### config.mk
export PLATFORM = sky130hd
export DESIGN_NAME = gpu_vram_arbiter_flat
export DESIGN_NICKNAME = d
export VERILOG_FILES = /design/src/rtl/gpu_vram_arbiter_if.sv /design/src/rtl/gpu_vram_arbiter.sv /design/src/flat_wrapper.sv
export SDC_FILE = /design/constraint.sdc
export NUM_CORES = 1
export LEC_CHECK = 0
export ABC_AREA = 1
export BUFFER_PORTS_ARGS = -buffer_cell sky130_fd_sc_hd__buf_4
export CAP_MARGIN = 20
export CORE_MARGIN = 2
export CORE_UTILIZATION = 35
export DETAILED_ROUTE_END_ITERATION = 8
export PLACE_DENSITY = 0.7
export RECOVER_POWER = 100
export SLEW_MARGIN = 10
export SYNTH_ARGS = -nofsm -noshare
export SYNTH_HDL_FRONTEND = slang
export SYNTH_SLANG_ARGS = --single-unit
### constraint.sdc
create_clock -name clk -period 2.57 [get_ports clk]
set_input_delay 0.514 -clock clk [delete_from_list [all_inputs] [get_ports clk]]
set_output_delay 0.514 -clock clk [all_outputs]
set_load 0.01 [all_outputs]
### src/rtl/gpu_vram_arbiter_if.sv
// One requester's beat port into the VRAM arbiter.
interface gpu_vram_arbiter_if;
    // req is held with we/addr/wdata stable until gnt; a beat transfers in
    // every cycle where req & gnt. rvalid is a single-cycle pulse qualifying
    // rdata for a read this requester issued earlier; it has no back-pressure.
    logic        req;
    logic        we;
    logic [19:0] addr;
    logic [15:0] wdata;
    logic        gnt;
    logic        rvalid;
    logic [15:0] rdata;

    modport master (output req, we, addr, wdata, input gnt, rvalid, rdata);
    modport slave  (input req, we, addr, wdata, output gnt, rvalid, rdata);
endinterface

### src/rtl/gpu_vram_arbiter.sv
// Arbitrates the single 16-bit VRAM port between scanout, draw and transfer engines.
// Optional beat/stall counters are enabled by defining VRAM_ARB_STATS_EN.
module gpu_vram_arbiter #(
    parameter int MAX_BURST = 16,
    parameter int RD_LAT    = 2
) (
    input  logic               clk,
    input  logic               rst,
    gpu_vram_arbiter_if.slave  disp,
    gpu_vram_arbiter_if.slave  draw,
    gpu_vram_arbiter_if.slave  xfer,
    output logic               vram_ce,
    output logic               vram_we,
    output logic [19:0]        vram_addr,
    output logic [15:0]        vram_wdata,
    input  logic [15:0]        vram_rdata,
    output logic [2:0]         dbg_state
`ifdef VRAM_ARB_STATS_EN
    ,
    output logic [31:0]        stat_disp,
    output logic [31:0]        stat_draw,
    output logic [31:0]        stat_xfer,
    output logic [31:0]        stat_stall
`endif
);
    typedef enum logic [2:0] {
        IDLE     = 3'd0,
        OWN_DISP = 3'd1,
        OWN_DRAW = 3'd2,
        OWN_XFER = 3'd3,
        TURN     = 3'd4
    } state_t;

    localparam int CW = $clog2(MAX_BURST + 1);
    localparam logic [CW-1:0] CNT_LAST = CW'(MAX_BURST - 1);

    state_t        state;
    logic          rr_ptr;      // 0 = DRAW next, 1 = XFER next
    logic [CW-1:0] burst_cnt;
    logic [1:0]    vram_own;    // 0 disp, 1 draw, 2 xfer
    logic [RD_LAT-1:0] rd_v;
    logic [1:0]    rd_own [RD_LAT];

    logic        beat, beat_we, own_req, oth_req;
    logic [1:0]  beat_own;
    logic [19:0] beat_addr;
    logic [15:0] beat_wdata;

    function automatic state_t pick(input logic d, input logic r, input logic x, input logic rr);
        if (d) return OWN_DISP;
        if (r && x) return rr ? OWN_XFER : OWN_DRAW;
        if (r) return OWN_DRAW;
        if (x) return OWN_XFER;
        return IDLE;
    endfunction

    assign disp.gnt = (state == OWN_DISP) & disp.req;
    assign draw.gnt = (state == OWN_DRAW) & draw.req;
    assign xfer.gnt = (state == OWN_XFER) & xfer.req;
    assign beat     = disp.gnt | draw.gnt | xfer.gnt;

    // Owner/other view used by the two round-robin states.
    assign own_req = (state == OWN_XFER) ? xfer.req : draw.req;
    assign oth_req = (state == OWN_XFER) ? draw.req : xfer.req;

    always_comb begin
        beat_we    = draw.we;
        beat_addr  = draw.addr;
        beat_wdata = draw.wdata;
        beat_own   = 2'd1;
        if (state == OWN_DISP) begin
            beat_we = disp.we; beat_addr = disp.addr; beat_wdata = disp.wdata; beat_own = 2'd0;
        end else if (state == OWN_XFER) begin
            beat_we = xfer.we; beat_addr = xfer.addr; beat_wdata = xfer.wdata; beat_own = 2'd2;
        end
    end

    always_ff @(posedge clk) begin
        if (!rst) begin
            state      <= IDLE;
            rr_ptr     <= 1'b0;
            burst_cnt  <= '0;
            vram_ce    <= 1'b0;
            vram_we    <= 1'b0;
            vram_addr  <= '0;
            vram_wdata <= '0;
            vram_own   <= 2'd0;
        end else begin
            vram_ce <= beat;
            vram_we <= beat & beat_we;
            if (beat) begin
                vram_addr  <= beat_addr;
                vram_wdata <= beat_wdata;
                vram_own   <= beat_own;
            end
            case (state)
                IDLE, TURN: begin
                    state     <= pick(disp.req, draw.req, xfer.req, rr_ptr);
                    burst_cnt <= '0;
                end
                OWN_DISP: begin
                    if (!disp.req) state <= (draw.req | xfer.req) ? TURN : IDLE;
                end
                OWN_DRAW, OWN_XFER: begin
                    if (disp.req || (!own_req && oth_req) ||
                        (own_req && oth_req && burst_cnt == CNT_LAST)) begin
                        state  <= TURN;
                        rr_ptr <= (state == OWN_DRAW);
                    end else if (!own_req) begin
                        state  <= IDLE;
                        rr_ptr <= (state == OWN_DRAW);
                    end else begin
                        burst_cnt <= (burst_cnt == CNT_LAST) ? '0 : burst_cnt + CW'(1);
                    end
                end
                default: state <= IDLE;
            endcase
        end
    end

    // Read tags ride alongside the VRAM latency so rvalid lands with vram_rdata.
    always_ff @(posedge clk) begin
        if (!rst) begin
            rd_v <= '0;
            for (int i = 0; i < RD_LAT; i++) rd_own[i] <= 2'd0;
        end else begin
            rd_v[0]   <= vram_ce & ~vram_we;
            rd_own[0] <= vram_own;
            for (int i = 1; i < RD_LAT; i++) begin
                rd_v[i]   <= rd_v[i-1];
                rd_own[i] <= rd_own[i-1];
            end
        end
    end

    assign disp.rvalid = rd_v[RD_LAT-1] & (rd_own[RD_LAT-1] == 2'd0);
    assign draw.rvalid = rd_v[RD_LAT-1] & (rd_own[RD_LAT-1] == 2'd1);
    assign xfer.rvalid = rd_v[RD_LAT-1] & (rd_own[RD_LAT-1] == 2'd2);
    assign disp.rdata  = vram_rdata;
    assign draw.rdata  = vram_rdata;
    assign xfer.rdata  = vram_rdata;
    assign dbg_state   = state;

`ifdef VRAM_ARB_STATS_EN
    logic stall;
    assign stall = (disp.req & ~disp.gnt) | (draw.req & ~draw.gnt) | (xfer.req & ~xfer.gnt);

    function automatic logic [31:0] sat_inc(input logic [31:0] v, input logic en);
        return (en && v != 32'hFFFF_FFFF) ? v + 32'd1 : v;
    endfunction

    always_ff @(posedge clk) begin
        if (!rst) begin
            stat_disp  <= '0;
            stat_draw  <= '0;
            stat_xfer  <= '0;
            stat_stall <= '0;
        end else begin
            stat_disp  <= sat_inc(stat_disp, disp.gnt);
            stat_draw  <= sat_inc(stat_draw, draw.gnt);
            stat_xfer  <= sat_inc(stat_xfer, xfer.gnt);
            stat_stall <= sat_inc(stat_stall, stall);
        end
    end
`endif
endmodule

### src/flat_wrapper.sv
// flat-port wrapper written by rule: the top's interface ports become plain ports
module gpu_vram_arbiter_flat 
#(
    parameter int MAX_BURST = 16,
    parameter int RD_LAT    = 2
)
  (clk, rst, vram_ce, vram_we, vram_addr, vram_wdata, vram_rdata, dbg_state, disp_req, disp_we, disp_addr, disp_wdata, disp_gnt, disp_rvalid, disp_rdata, draw_req, draw_we, draw_addr, draw_wdata, draw_gnt, draw_rvalid, draw_rdata, xfer_req, xfer_we, xfer_addr, xfer_wdata, xfer_gnt, xfer_rvalid, xfer_rdata);
  gpu_vram_arbiter_if disp_i ();
  gpu_vram_arbiter_if draw_i ();
  gpu_vram_arbiter_if xfer_i ();
  input  logic clk;
  input  logic rst;
  output logic vram_ce;
  output logic vram_we;
  output logic [19:0] vram_addr;
  output logic [15:0] vram_wdata;
  input  logic [15:0] vram_rdata;
  output logic [2:0] dbg_state;
  input wire logic [$bits(disp_i.req)-1:0] disp_req;
  input wire logic [$bits(disp_i.we)-1:0] disp_we;
  input wire logic [$bits(disp_i.addr)-1:0] disp_addr;
  input wire logic [$bits(disp_i.wdata)-1:0] disp_wdata;
  output wire logic [$bits(disp_i.gnt)-1:0] disp_gnt;
  output wire logic [$bits(disp_i.rvalid)-1:0] disp_rvalid;
  output wire logic [$bits(disp_i.rdata)-1:0] disp_rdata;
  input wire logic [$bits(draw_i.req)-1:0] draw_req;
  input wire logic [$bits(draw_i.we)-1:0] draw_we;
  input wire logic [$bits(draw_i.addr)-1:0] draw_addr;
  input wire logic [$bits(draw_i.wdata)-1:0] draw_wdata;
  output wire logic [$bits(draw_i.gnt)-1:0] draw_gnt;
  output wire logic [$bits(draw_i.rvalid)-1:0] draw_rvalid;
  output wire logic [$bits(draw_i.rdata)-1:0] draw_rdata;
  input wire logic [$bits(xfer_i.req)-1:0] xfer_req;
  input wire logic [$bits(xfer_i.we)-1:0] xfer_we;
  input wire logic [$bits(xfer_i.addr)-1:0] xfer_addr;
  input wire logic [$bits(xfer_i.wdata)-1:0] xfer_wdata;
  output wire logic [$bits(xfer_i.gnt)-1:0] xfer_gnt;
  output wire logic [$bits(xfer_i.rvalid)-1:0] xfer_rvalid;
  output wire logic [$bits(xfer_i.rdata)-1:0] xfer_rdata;
  assign disp_i.req = disp_req;
  assign disp_i.we = disp_we;
  assign disp_i.addr = disp_addr;
  assign disp_i.wdata = disp_wdata;
  assign disp_gnt = disp_i.gnt;
  assign disp_rvalid = disp_i.rvalid;
  assign disp_rdata = disp_i.rdata;
  assign draw_i.req = draw_req;
  assign draw_i.we = draw_we;
  assign draw_i.addr = draw_addr;
  assign draw_i.wdata = draw_wdata;
  assign draw_gnt = draw_i.gnt;
  assign draw_rvalid = draw_i.rvalid;
  assign draw_rdata = draw_i.rdata;
  assign xfer_i.req = xfer_req;
  assign xfer_i.we = xfer_we;
  assign xfer_i.addr = xfer_addr;
  assign xfer_i.wdata = xfer_wdata;
  assign xfer_gnt = xfer_i.gnt;
  assign xfer_rvalid = xfer_i.rvalid;
  assign xfer_rdata = xfer_i.rdata;
  gpu_vram_arbiter #(.MAX_BURST(MAX_BURST), .RD_LAT(RD_LAT)) u_core (.clk(clk), .rst(rst), .disp(disp_i), .draw(draw_i), .xfer(xfer_i), .vram_ce(vram_ce), .vram_we(vram_we), .vram_addr(vram_addr), .vram_wdata(vram_wdata), .vram_rdata(vram_rdata), .dbg_state(dbg_state));
endmodule
==> run summary, run 1 <==
The detailed-route wire length per cell came out at 13.3 µm. The number of violations reported at the end of detailed-routing iteration 0 came out at 118. The share of the synthesized area in the top cell type is 0.351. The sequential cell area fraction in the yosys report came out at 0.351. The number of gates resized after cts is 0. The number of unique standard cell types used by synthesis came out at 23. The overall die area is 9740 µm². The met1 capacity usage during global routing came out at 0.212. The clock edge transition at the registers on the reported setup and hold paths is 0.12 ns. Max-cap violations in this run came to 0.

The total power density per cell area is 567 nW/µm². The row count is 34. The number of global-route vias before repair came to 3,081.

The detailed-route vias per instance is 4.78. The library cell with the largest summed area after synthesis is sky130_fd_sc_hd__dfxtp_1. The initial antenna violation count came out at 0. The data required time of the critical path came out at 2.06 ns. VDD sags by at most 0.246 mV. The final hold slack came out at 0.419 ns.

The worst setup path category is flop to output pin. The setup slack of the worst register-to-register path is 0.49 ns. The warning count from the yosys run is 0. sky130_fd_sc_hd__nand2_1 is the most common cell in the netlist.

The overall die width came out at 98.7 µm. In this run the worst hold path is classified as flop to flop. The actual transition at the worst max-transition pin came out at 0.956 ns. The number of hold buffers added after cts came out at 0. The post-detailed-routing wire length is 8.88 mm. The count of boundary I/O pins is 227. The worst reg2reg path depth came out at 7.

The number of nets still failing antenna checks after routing came out at 0. In the post-synthesis netlist, the biggest area contributors are sky130_fd_sc_hd__dfxtp_1 35%, sky130_fd_sc_hd__nand2_1 13%, sky130_fd_sc_hd__buf_4 12%. Summing all non-filler instances in the final layout gives an area of 3940 µm². The number of fill cells in the layout came out at 917.

The fraction of registers with async set or reset after synthesis came out at 0. The number of placed instances, taps included, is 661. The leakage power is 1.92 nW. The met3 track utilization from global routing came out at 0.0596.

The final critical-path required period came out at 2.09 ns. The routed layout has 3,201 vias. STA classifies the critical path endpoint as an output pin. The cell area after placement came out at 3990 µm². The summed negative setup slack over all endpoints is 0 ns. The maximum clock insertion buffer count is 2. The antenna diode instance count is 0. Measured on the finished design, the core utilization comes to 0.452.

The max-slew violation count is 0. Entering global routing, the biggest net connects 75 pins. The normalized max-slew margin came out at 0.362.

Summed over all nets, the half-perimeter wirelength after detailed placement is 6.61 mm. After the last flow step, the layout net total stands at 694. TritonCTS built the clock tree. For this run, the leading register cell type out of synthesis is sky130_fd_sc_hd__dfxtp_1. Input and output buffers added on the ports amount to 162.

The all-layer global routing usage came out at 0.182. Of the available clock period, the critical path in the final layout requires 0.814. The worst register-to-register path begins at u_core.dbg_state[0]. The hold-critical path depth came out at 2. Setup repair after global routing left no endpoint under its margin.

The die height is 98.7 µm. The area of the core is 8720 µm². The leftover overflow at the end of global routing is 0. The highest-utilization routing layer at the global route stage is met2. For hold timing, the worst endpoint is u_core.rd_own[0][3]. The post-detailed-route DRC marker count came out at 0. Sorting the synthesized cells by how often they occur yields 110 x sky130_fd_sc_hd__nand2_1, 63 x sky130_fd_sc_hd__o21ai_0, 55 x sky130_fd_sc_hd__dfxtp_1, 50 x sky130_fd_sc_hd__buf_4, 49 x sky130_fd_sc_hd__nand3_1. The start point of the worst min-delay path is u_core.rd_own[0][1]. The clock reaches the later pin of the worst-skew pair after 0.31 ns. The tree is rooted in a sky130_fd_sc_hd__clkbuf_8. The count of placed standard cells in the final layout, fillers left out is 670. STA classifies the critical path startpoint as a flop. Counting flops with a built-in enable in the synthesized netlist gives 0. The number of cells produced by synthesis is 464.

The final estimated routing congestion in global placement came out at 0.838. In this run the post-CTS setup repair buffer count came out at 0. The area taken by multi-input logic gates is 1400 µm². For this design, the sink count on the clock tree is 55. The clock buffer count from CTS came out at 5. The run finished with clean final reports. The count of final setup violators came out at 0. The level count of the clock H-tree is 2.

The count of final hold-check violations came to 0. The final setup skew is 0.0178 ns. In this run, synthesis produced a sequential element count of 55.

Dividing the synthesized area by the synthesized cell count gives 6.76 µm². The data arrival time at the worst-slack endpoint came out at 1.58 ns. The total iterations of the first detailed-routing run is 4. The share of cells above drive strength 1 came out at 0.240. In this run the critical register-to-register path is captured at u_core.vram_addr[19]. The area growth from synthesis to final layout came out at 25.6%. The fraction of met2 tracks used by global routing is 0.319. The global-route wire length before repair came out at 14.7 mm. The combined area of all synthesized cells came out at 3140 µm². Of all nets on the critical path, the largest fanout is 6. The net count after synthesis came out at 597. The fmax came out at 478 MHz. The starting density of the core came out at 0.360. The sequential cells in the finished layout cover a total of 1100 µm².
-- how the worst max path moves through the flow --
stage                             start                    to  depth (start not counted)  slack [ns]
floorplan                      xfer_req  u_core.vram_addr[12]                          8        1.10
detailed placement  u_core.dbg_state[0]   u_core.vram_addr[5]                          6        0.50
CTS                 u_core.dbg_state[0]  u_core.vram_addr[13]                          6        0.47
finish              u_core.dbg_state[0]              disp_gnt                          5        0.48
global route        u_core.dbg_state[0]    u_core.vram_own[1]                          7        0.25
global placement    u_core.dbg_state[0]  u_core.vram_addr[16]                          6        0.60
-- cell type report --
type,count,share of cell area
inverters,26,0.0248
clock inverters,3,0.0121
flip-flops and latches,55,0.279
clock buffers,5,0.0175
repair buffers,166,0.276
multi-input cells,307,0.356
well taps,108,0.0343
-- registers in the layout (all words and copies together) (netlist names) --
name,count
u_core.dbg_state,3
u_core.vram_wdata,16
u_core.vram_we,1
u_core.vram_ce,1
u_core.rd_v,2
u_core.rr_ptr,1
u_core.rd_own,4
u_core.vram_addr,20
u_core.burst_cnt,5
u_core.vram_own,2
-- layout by cell type (no fill, tap or decap) --
cell                        synthesis  final
sky130_fd_sc_hd__buf_4             50    118
sky130_fd_sc_hd__nand2_1          110    111
sky130_fd_sc_hd__o21ai_0           63     68
sky130_fd_sc_hd__dfxtp_1           55     55
sky130_fd_sc_hd__nand3_1           49     48
sky130_fd_sc_hd__clkbuf_1          11     44
sky130_fd_sc_hd__a21oi_1           40     40
sky130_fd_sc_hd__inv_1             23     24
sky130_fd_sc_hd__nor2_1            19     19
sky130_fd_sc_hd__o21ai_1           13      8
sky130_fd_sc_hd__clkbuf_8           0      5
sky130_fd_sc_hd__nor3_1             1      3
sky130_fd_sc_hd__nand4_1            2      2
sky130_fd_sc_hd__inv_2              3      2
sky130_fd_sc_hd__clkbuf_2           0      2
sky130_fd_sc_hd__nand2_2            2      1
sky130_fd_sc_hd__nor3b_1            1      1
sky130_fd_sc_hd__nand3_2            0      1
sky130_fd_sc_hd__or2_2              1      1
sky130_fd_sc_hd__xor2_1             1      1
sky130_fd_sc_hd__nand3b_1           1      1
sky130_fd_sc_hd__o22ai_1            1      1
sky130_fd_sc_hd__ha_1               1      1
sky130_fd_sc_hd__inv_6              0      1
sky130_fd_sc_hd__bufinv_16          0      1
sky130_fd_sc_hd__clkinv_4           0      1
sky130_fd_sc_hd__buf_12             0      1
sky130_fd_sc_hd__clkbuf_4           0      1
-- per-stage QoR --
stage | setup slack (ns) | total power, mW
2_1_floorplan | 1.10 | 1.48
3_3_place_gp | 0.600 | 1.70
3_5_place_dp | 0.498 | 1.72
4_1_cts | 0.472 | 2.32
5_1_grt | 0.248 | 2.37
6_report | 0.479 | 2.23
-- logic make-up after synthesis --
| kind of cell | count (synthesis) | share of synthesized area |
|---|---|---|
| buf+inv | 102 | 0.200 |
| compound gates | 117 | 0.187 |
| fa+ha+maj | 1 | 0.00399 |
| flops | 55 | 0.351 |
| simple gates | 188 | 0.255 |
| xor+xnor | 1 | 0.00279 |
-- critical path: stages, from the launching register on --
cell and delay (ns):
sky130_fd_sc_hd__dfxtp_1 0.45, sky130_fd_sc_hd__inv_1 0.11, sky130_fd_sc_hd__nor3_1 0.35, sky130_fd_sc_hd__nand2_2 0.15
sky130_fd_sc_hd__inv_1 0.08, sky130_fd_sc_hd__buf_4 0.11
-- routing by layer --
metal,part of all wire,vias to the layer above
met3,0.086,10
li1,-,1664
met4,0.012,0
met1,0.40,1420
met5,0,-
met2,0.50,107
-- report_power, final --
group | internal (mW) | total [mW] | switching (mW)
clock | 0.296 | 0.603 | 0.307
combinational | 0.276 | 0.629 | 0.353
sequential | 0.948 | 1.00 | 0.0530
total | 1.52 | 2.23 | 0.713
(Power assumes the default switching activity.)
==> inputs of run 2 (changes only) <==
- clock period: 2.57 -> 1.95 ns (I/O delays scaled with it)
==> run 2 against run 1 <==
  * First-iteration DRC count up 3.4%
  * Utilization up 0.14 points
  * Final cell count up 0.30%
  * Worst setup slack worse by 0.38 ns
  * Via count up 2.6%
  * Power up 26%
  * Hold slack worse by 0.064 ns
  * Clock power up 7.1%
  * Cell area up 0.32%
  * Count of clock-buffer cells in the layout up 1
  * Register-to-register slack worse by 0.28 ns
  * Non-clock buffer count up 2
  * Highest routed layer unchanged
==> run summary, run 2 (synthesis gave the netlist of run 1 again) <==
The flow ran to the end, and the final reports show no timing, DRC or antenna violations. The worst setup path is of the flop to output pin kind. The top cell types in the final layout, fill and taps aside, are 120 x sky130_fd_sc_hd__buf_4, 110 x sky130_fd_sc_hd__nand2_1, 70 x sky130_fd_sc_hd__o21ai_0. The count of placed standard cells in the final layout, fillers left out came out at 672 (+0.30%). The highest net fanout along the worst path is 6 (unchanged).

The largest registers in the layout are u_core.vram_addr x20, u_core.vram_wdata x16, u_core.burst_cnt x5. The number of max-cap violations came out at 0 (unchanged). The post-detailed-routing wire length came out at 9.04 mm (+1.8%).

The initial antenna violation count came out at 0 (unchanged). The data arrival time at the worst-slack endpoint is 1.46 ns (-0.12 ns). The port buffer count is 162 (unchanged). The actual transition at the worst max-transition pin came out at 0.878 ns (-0.0783 ns). The row count is 34 (unchanged).

The cell area after placement came out at 4030 µm² (+1.2%). The part of the power in combinational logic is 0.300 (+0.018). The summed negative setup slack over all endpoints is 0 ns (unchanged).

The overall die width is 98.7 µm (unchanged). The die height was 98.7 µm (unchanged). The count of boundary I/O pins came out at 227 (unchanged). The total iterations of the first detailed-routing run was 4 (unchanged). The all-layer global routing usage came out at 0.182 (about the same). The detailed-route wire length per cell was 13.5 µm (+1.5%). The fraction of met2 tracks used by global routing was 0.318 (-0.00105). The met1 capacity usage during global routing came out at 0.216 (+0.00451). The largest register by flop count is u_core.vram_addr. The clock edge transition at the registers on the reported setup and hold paths was 0.10 ns (-0.02 ns). The library cell used most frequently in the layout, excluding fill and tap cells, is sky130_fd_sc_hd__buf_4. The area of the core came out at 8720 µm² (unchanged). The count of final setup violators came out at 0 (unchanged). The post-detailed-route DRC marker count came out at 0 (unchanged). The clock buffer count from CTS is 5 (unchanged). The starting density of the core came out at 0.360 (unchanged).

The maximum clock insertion buffer count came to 2 (unchanged). The number of violations reported at the end of detailed-routing iteration 0 is 122 (+3.4%). The final core utilization came out at 0.453 (+0.00144).

The total power density per cell area was 713 nW/µm² (+26%). The number of nets still failing antenna checks after routing came out at 0 (unchanged). The final setup skew came out at 0.00730 ns (-0.0105 ns).

The master cell of the clock root buffer is sky130_fd_sc_hd__clkbuf_8. The number of fill cells in the layout is 923 (+0.65%). The number of hold buffers added after cts is 0 (unchanged). The switching share of total power is 0.332 (+0.0133). The maximum number of pins on one net before global-route repair came out at 59 (-21%). met2 is the most crowded layer.

The detailed-route vias per instance came to 4.89 (+2.3%). In the finished design, the share of the clock period the worst path needs comes to 0.948. The share of cells above drive strength 1 came out at 0.248 (+0.00801).

Setup repair after global routing left no endpoint under its margin. The post-placement setup slack is 0.312 ns (-0.187 ns). The final worst slack came to 0.101 ns (-0.378 ns). The final estimated routing congestion in global placement was 0.851 (+1.6%). The antenna diode instance count was 0 (unchanged).

The met3 track utilization from global routing is 0.0518 (-0.00780). The worst setup path is launched from a flop. The overall die area is 9740 µm² (unchanged).

The final critical-path required period is 1.85 ns. The final instance area came out at 3950 µm² (+0.32%). The number of global-route vias before repair was 3,126 (+1.5%).

The final hold slack is 0.355 ns (-0.0641 ns). The path class of the tightest hold or removal check is input pin to flop. The sequential group share of total power came out at 0.470 (+0.022). The level count of the clock H-tree came out at 2 (unchanged). The post-CTS setup buffer count came to 0 (unchanged). The leftover overflow at the end of global routing came to 0 (unchanged).

The leakage power came out at 1.91 nW (-0.50%). The switching power summed over all nets is 0.936 mW (+31%). The data required time of the critical path came out at 1.56 ns (-0.50 ns). The design internal power is 1.88 mW (+24%). The total power is 2.82 mW (+26%). The total instance count after detailed placement came out at 664 (+0.45%). The layout net count is 696 (+0.29%). STA classifies the critical path endpoint as an output pin. The largest voltage drop on the vdd net was 0.355 mV (+44%). The normalized max-slew margin came out at 0.415 (+0.0522). The number of gates resized after cts is 0 (unchanged).

The max-slew violation count is 0 (unchanged). The number of flip-flops in the largest register came out at 20 (unchanged). The area growth from synthesis to final layout is 26.0%. The clock latency reported for the late side of the worst-skew pair is 0.30 ns (about the same). The total vias in the final route was 3,283 (+2.6%). The TritonCTS clock tree is built. The number of sinks on the clock net was 55 (unchanged). The fmax is 541 MHz. The count of final hold-check violations is 0 (unchanged). The fraction of power consumed by the clock network is 0.229 (-0.041). The global-route wire length before repair is 14.6 mm (-0.47%). The estimated wirelength of the detail-placed design is 6.88 mm (+4.0%).
[run 2: power groups by stage]
stage | Clock (mW) | Sequential [mW] | Combinational, mW
finish | 0.646 | 1.32 | 0.846
global placement | 0 | 1.35 | 0.923
global route | 0.707 | 1.34 | 0.956
floorplan | 0 | 1.39 | 0.565
CTS | 0.667 | 1.33 | 0.944
detailed placement | 0 | 1.35 | 0.945
[run 2: area by class of cell]
class	instances	area, µm²	share of cell area
sequential	55	1100	0.279
tap	108	135	0.0342
timing repair buffer	168	1120	0.282
clock inverter	2	16.3	0.00412
clock buffer	6	72.6	0.0184
multi-input combinational	307	1410	0.358
inverter	26	97.6	0.0247
[run 2: path summary, 6_finish.rpt]
path,cells past startpoint,to,slack [ns],from
setup reg to reg,7,u_core.vram_own[1],0.21,u_core.dbg_state[0]
hold reg to reg,2,u_core.rd_own[0][2],0.42,u_core.rd_own[0][0]
setup / recovery,5,disp_gnt,0.10,u_core.dbg_state[0]
hold / removal,3,u_core.vram_addr[2],0.35,disp_addr[2]
[run 2: routing by layer]
layer | wire (µm) | share of wire
met5 | 0 | 0
met4 | 165 | 0.018
met3 | 677 | 0.075
met2 | 4560 | 0.50
met1 | 3650 | 0.40
[run 2: critical path, cell delays in order (launching register included)]
cell and delay [ns]:
sky130_fd_sc_hd__dfxtp_1 0.47, sky130_fd_sc_hd__inv_2 0.09, sky130_fd_sc_hd__nor3_2 0.26, sky130_fd_sc_hd__nand2_2 0.13
sky130_fd_sc_hd__inv_1 0.09, sky130_fd_sc_hd__buf_4 0.12
